`src/rtl/seq_mem_stream_reader.sv`:
```
// Sequential-memory burst reader: fetches len words from base_addr on a
// seq_mem_d1 style port and presents them as a ready/valid stream via a 2-deep FIFO.
module seq_mem_stream_reader #(
  parameter int WIDTH    = 32,
  parameter int SIZE     = 16,
  parameter int IDX_SIZE = 4,
  parameter int LEN_SIZE = 5
) (
  input  logic                clk,
  input  logic                reset,
  input  logic                go,
  input  logic [IDX_SIZE-1:0] base_addr,
  input  logic [LEN_SIZE-1:0] len,
  output logic                done,
  output logic                error,
  output logic [IDX_SIZE-1:0] mem_addr0,
  output logic                mem_content_en,
  output logic                mem_write_en,
  output logic [WIDTH-1:0]    mem_write_data,
  input  logic [WIDTH-1:0]    mem_read_data,
  input  logic                mem_done,
  output logic [WIDTH-1:0]    out_data,
  output logic                out_valid,
  input  logic                out_ready
);

  localparam int CW = ((IDX_SIZE > LEN_SIZE) ? IDX_SIZE : LEN_SIZE) + 1;

  typedef enum logic [1:0] {
    IDLE,
    RUN,
    DONE
  } state_t;

  state_t              state, state_next;
  logic [IDX_SIZE-1:0] issue_addr;
  logic [LEN_SIZE-1:0] remaining_issue;
  logic [LEN_SIZE-1:0] remaining_pop;
  logic                inflight;
  logic [WIDTH-1:0]    fifo_q [2];
  logic                wr_ptr;
  logic                rd_ptr;
  logic [1:0]          count;
  logic                issue;
  logic                push;
  logic                pop;
  logic [2:0]          occupancy;
  logic [CW-1:0]       end_addr;
  logic                out_of_bounds;

  // End address is computed one bit wider than either operand so it cannot wrap.
  assign end_addr       = CW'(base_addr) + CW'(len);
  assign out_of_bounds  = end_addr > CW'(SIZE);

  assign pop            = out_valid && out_ready;
  assign push           = inflight && mem_done;
  assign occupancy      = {1'b0, count} + {2'b00, inflight} - {2'b00, pop};

  assign out_valid      = (count != 2'd0);
  assign out_data       = out_valid ? fifo_q[rd_ptr] : '0;
  assign done           = (state == DONE);

  assign mem_content_en = issue;
  assign mem_addr0      = issue ? issue_addr : '0;
  assign mem_write_en   = 1'b0;
  assign mem_write_data = '0;

  always_comb begin
    state_next = state;
    issue      = 1'b0;
    unique case (state)
      IDLE: begin
        if (go) begin
          if (len == '0 || out_of_bounds) state_next = DONE;
          else                            state_next = RUN;
        end
      end
      RUN: begin
        // Only issue when the word is guaranteed a FIFO slot on arrival.
        issue = (remaining_issue != '0) && (occupancy < 3'd2);
        if (pop && remaining_pop == LEN_SIZE'(1)) state_next = DONE;
      end
      DONE:    state_next = IDLE;
      default: state_next = IDLE;
    endcase
  end

  always_ff @(posedge clk or negedge reset) begin
    if (!reset) begin
      state           <= IDLE;
      issue_addr      <= '0;
      remaining_issue <= '0;
      remaining_pop   <= '0;
      inflight        <= 1'b0;
      error           <= 1'b0;
    end else begin
      state <= state_next;
      if (state == IDLE && go) begin
        issue_addr      <= base_addr;
        remaining_issue <= len;
        remaining_pop   <= len;
        error           <= (len != '0) && out_of_bounds;
      end else begin
        if (issue) begin
          issue_addr      <= issue_addr + IDX_SIZE'(1);
          remaining_issue <= remaining_issue - LEN_SIZE'(1);
        end
        if (pop) remaining_pop <= remaining_pop - LEN_SIZE'(1);
      end
      if (issue)     inflight <= 1'b1;
      else if (push) inflight <= 1'b0;
    end
  end

  always_ff @(posedge clk or negedge reset) begin
    if (!reset) begin
      fifo_q[0] <= '0;
      fifo_q[1] <= '0;
      wr_ptr    <= 1'b0;
      rd_ptr    <= 1'b0;
      count     <= 2'd0;
    end else begin
      if (push) begin
        fifo_q[wr_ptr] <= mem_read_data;
        wr_ptr         <= ~wr_ptr;
      end
      if (pop) rd_ptr <= ~rd_ptr;
      unique case ({push, pop})
        2'b10:   count <= count + 2'd1;
        2'b01:   count <= count - 2'd1;
        default: count <= count;
      endcase
    end
  end

  no_push_when_full: assert property (@(posedge clk) disable iff (!reset)
    !(push && count == 2'd2));

endmodule

```
`config.mk`:
```
export PLATFORM = sky130hd
export DESIGN_NAME = seq_mem_stream_reader
export DESIGN_NICKNAME = d
export VERILOG_FILES = /design/src/rtl/seq_mem_stream_reader.sv
export SDC_FILE = /design/constraint.sdc
export NUM_CORES = 1
export LEC_CHECK = 0
export BUFFER_PORTS_ARGS = -buffer_cell sky130_fd_sc_hd__clkbuf_2
export CAP_MARGIN = 20
export CORE_ASPECT_RATIO = 1.5
export CORE_MARGIN = 3
export CORE_UTILIZATION = 53
export DETAILED_ROUTE_END_ITERATION = 10
export PLACE_DENSITY = 0.8
export REMOVE_ABC_BUFFERS = 1
export SLEW_MARGIN = 25
export SYNTH_ARGS = -nofsm -noshare
export SYNTH_HDL_FRONTEND = slang
export SYNTH_SLANG_ARGS = --single-unit
```
`constraint.sdc`:
```
create_clock -name clk -period 2.6 [get_ports clk]
set_input_delay 0.26 -clock clk [delete_from_list [all_inputs] [get_ports clk]]
set_output_delay 0.26 -clock clk [all_outputs]
set_load 0.02 [all_outputs]
```
==> impl_results.md <==
- Outcome: completed
- Place WS: 68.3 ps
- Cell family with the largest share of critical-path delay: buffers and inverters
- Capture point of the critical path: mem_addr0[1]
- Final HPWL DP: 6.44 mm
- Worst Reg-to-Reg Cells: 11
- Worst R2R Start: count[1]
- Antenna cells: 0
- Cell mode on critical path: buf_4
- Max Cap Viol: 0
- Input/output buffers: 85
- Proportion of synthesized area in mux cells: 0.233
- Finish-stage setup viols: 0
- CP Data Arrival Time: 2190 ps
- Net count, final: 547
- Crit path kind: reg -> out
- Rows: 40
- Antenna violations before repair: 0
- PnR worst setup slack: 149 ps
- Die area: 0.00961 mm^2
- Worst IR drop on VDD: 0.763 mV
- Final std cells w/o fill: 600
- Initial drt markers: 74
- Yosys warns: 0
- XOR/XNOR Fraction of Synth Area: 0.0215
- Compound-Gate Fraction of Synth Area: 0.0514
- Static Leakage: 2.63 nW
- Routed wire per std cell: 14.8 um
- Final period util: 0.943
- Area Growth Syn to Fin: 19.1%
- Setup crit end kind: output pin
- FFs w/ async S/R, synth: 1.00
- Slowest CP cell: dfrtp_1
- Remaining Overflow, GRT: 0
- TritonRoute pass-1 iters: 4
- Post-route ant nets: 0
- Worst Tran Pin Value: 655 ps
- Number of flops mapped to enable cells by yosys: 0
- Crit Path Max Fanout: 6
- GP Congestion: 0.863
- Hold WC Path Type: in -> reg
- RSZ-0062 raised after global routing: false
- Simple-gate share of the synthesized area: 0.101
- Synthesized cell area: 0.00448 mm^2
- Post-synthesis cell type count: 47
- Post-DR vias/cell: 5.28
- Ports: 119
- Crit-path cells: nor3b_2 -> buf_4 -> buf_4 -> fa_2 -> xnor2_1 -> nand4_2 -> inv_4 -> and2_1 -> buf_4
- Worst R2R Setup Slack: 330 ps
- Total CTS buffers: 9
- Largest stage delay, worst path: 380 ps
- Remaining DRCs: 0
- Share of post-route cells with drive strength above 1: 0.396
- Mapped Cells: 392
- R2r endpoint: remaining_issue[2]
- CTS Buffer Depth: 2
- CP required: 2340 ps
- Setup TNS: 0 ps
- Routed WL: 8.88 mm
- First-pass GRT wire length: 14.1 mm
- Die H: 119 um
- Most frequent cells in the layout: dfrtp_1, clkbuf_2, mux2_2, nor2_1, conb_1
- Final hold vios: 0
- Syn Area/Cell: 11.4 um^2
- Core area: 0.00811 mm^2
- WP buf/inv: 4
- Seq/Total Area, Yosys: 0.481
- Synth Area in Adders: 0.0341
- CTS tree: done
- Stages on the worst setup path: 9
- P per Cell Area: 1260 mW/mm^2
- Die Wd: 81.0 um
- Crit path from: count[1]
- Synth Register Bits: 86
- Fmax: 408 MHz
- Skew final: 5.39 ps
- Starting density of the core: 0.552
- Vias: 3,166
- Vias in the first global route: 3,064
- Inst Count DP: 576
- Clock sink total: 86
- Reg clk slew, reported paths: 60 ps
- Root buffer cell: clkbuf_16
- Clock Latency Late Sink: 330 ps
- Slew headroom: 0.563
- Commonest non-fill, non-tap cell in the layout: dfrtp_1
- Pin count of the biggest net entering global routing: 54
- Main synth FF type: dfrtp_1
- Tmin final: 2450 ps
- Crit start category: flop
- Largest family of logic cells by synthesized area: multiplexers
- Final max-slew violation count: 0
- H-tree Lvls: 3
- GRT Total Usage: 0.189
[worst min path at each step]
stage                      startpoint         end  depth (start not counted)
finish                       mem_done    inflight                          2
global route        mem_read_data[10]  fifo_q[42]                          2
CTS                          mem_done    inflight                          2
detailed placement              reset  fifo_q[56]                          1
global placement                reset  fifo_q[24]                          1
floorplan                       reset    count[0]                          0
[power by group]
group / leakage [nW] / switching (mW) / internal, mW
combinational: 1.45 / 1.59 / 1.42
clock: 0.146 / 0.486 / 0.795
sequential: 1.03 / 0.401 / 2.02
[routing by layer]
| layer | wire length (um) | GRT usage | vias to the layer above | share of wire |
|---|---|---|---|---|
| li1 | - | - | 1493 | - |
| met1 | 3440 | 0.201 | 1564 | 0.39 |
| met2 | 4760 | 0.343 | 91 | 0.54 |
| met3 | 467 | 0.0511 | 18 | 0.053 |
| met4 | 218 | 0.0708 | 0 | 0.025 |
| met5 | 0 | 0 | - | 0 |
[cell usage after synthesis (3+ instances only)]
cell | instances | area [um^2]
a21o_1 | 4 | 30.0
nor2b_1 | 3 | 18.8
xnor2_1 | 6 | 52.6
xor2_1 | 5 | 43.8
inv_1 | 8 | 30.0
nor4_1 | 3 | 18.8
nor2_1 | 43 | 161
o21ai_0 | 13 | 65.1
buf_4 | 33 | 248
buf_2 | 3 | 15.0
mux2_2 | 64 | 721
and2_1 | 5 | 31.3
nand3_1 | 6 | 30.0
nand2_1 | 19 | 71.3
dfrtp_1 | 86 | 2150
ha_1 | 9 | 113
nor3_1 | 5 | 25.0
mux2i_1 | 32 | 320
clkbuf_1 | 12 | 45.0
[repair_timing]
item | CTS | global route
gates resized for setup | 2 | 9
endpoints found under the setup margin | 4 | 5
buffers inserted | 0 | 6
pin swaps | 0 | 3
hold buffers | 1 | 0
cloned | 0 | 1
hold endpoints to repair | 50 | 0
[cell type report]
class	count	area (um^2)
Clock buffer	13	260
Timing Repair Buffer	104	596
Multi-Input combinational cell	279	2100
Inverter	9	36.3
Timing Repair inverter	1	7.51
Sequential cell	86	2150
Fill cell	647	2780
Clock inverter	3	42.5
Tap cell	105	131
[cell families (layout without fill, tap and decap cells)]
family	Yosys count	in the layout
multiplexers	96	96
AND/OR/NAND/NOR	95	95
flip-flops	86	86
buffers and inverters	59	130
AO/OA/AOI/OAI	33	33
adder cells (fa/ha/maj)	11	11
XOR/XNOR	11	11
other	1	33
[sequential cells by signal (all words and copies together) (netlist names)]
register         cells
fifo_q              64
remaining_issue      5
remaining_pop        5
issue_addr           4
count                2
state                2
error                1
inflight             1
rd_ptr               1
wr_ptr               1
[per-stage QoR]
stage / util / hold slack [ps] / instance area (um^2) / power, mW
floorplan: - / -35.6 / 4280 / 4.47
global placement: 0.610 / 323 / 4950 / 5.22
detailed placement: 0.610 / 336 / 4950 / 5.37
CTS: 0.650 / 142 / 5270 / 6.68
global route: 0.658 / 163 / 5330 / 7.16
finish: 0.658 / 153 / 5330 / 6.71
(Power assumes the default switching activity.)
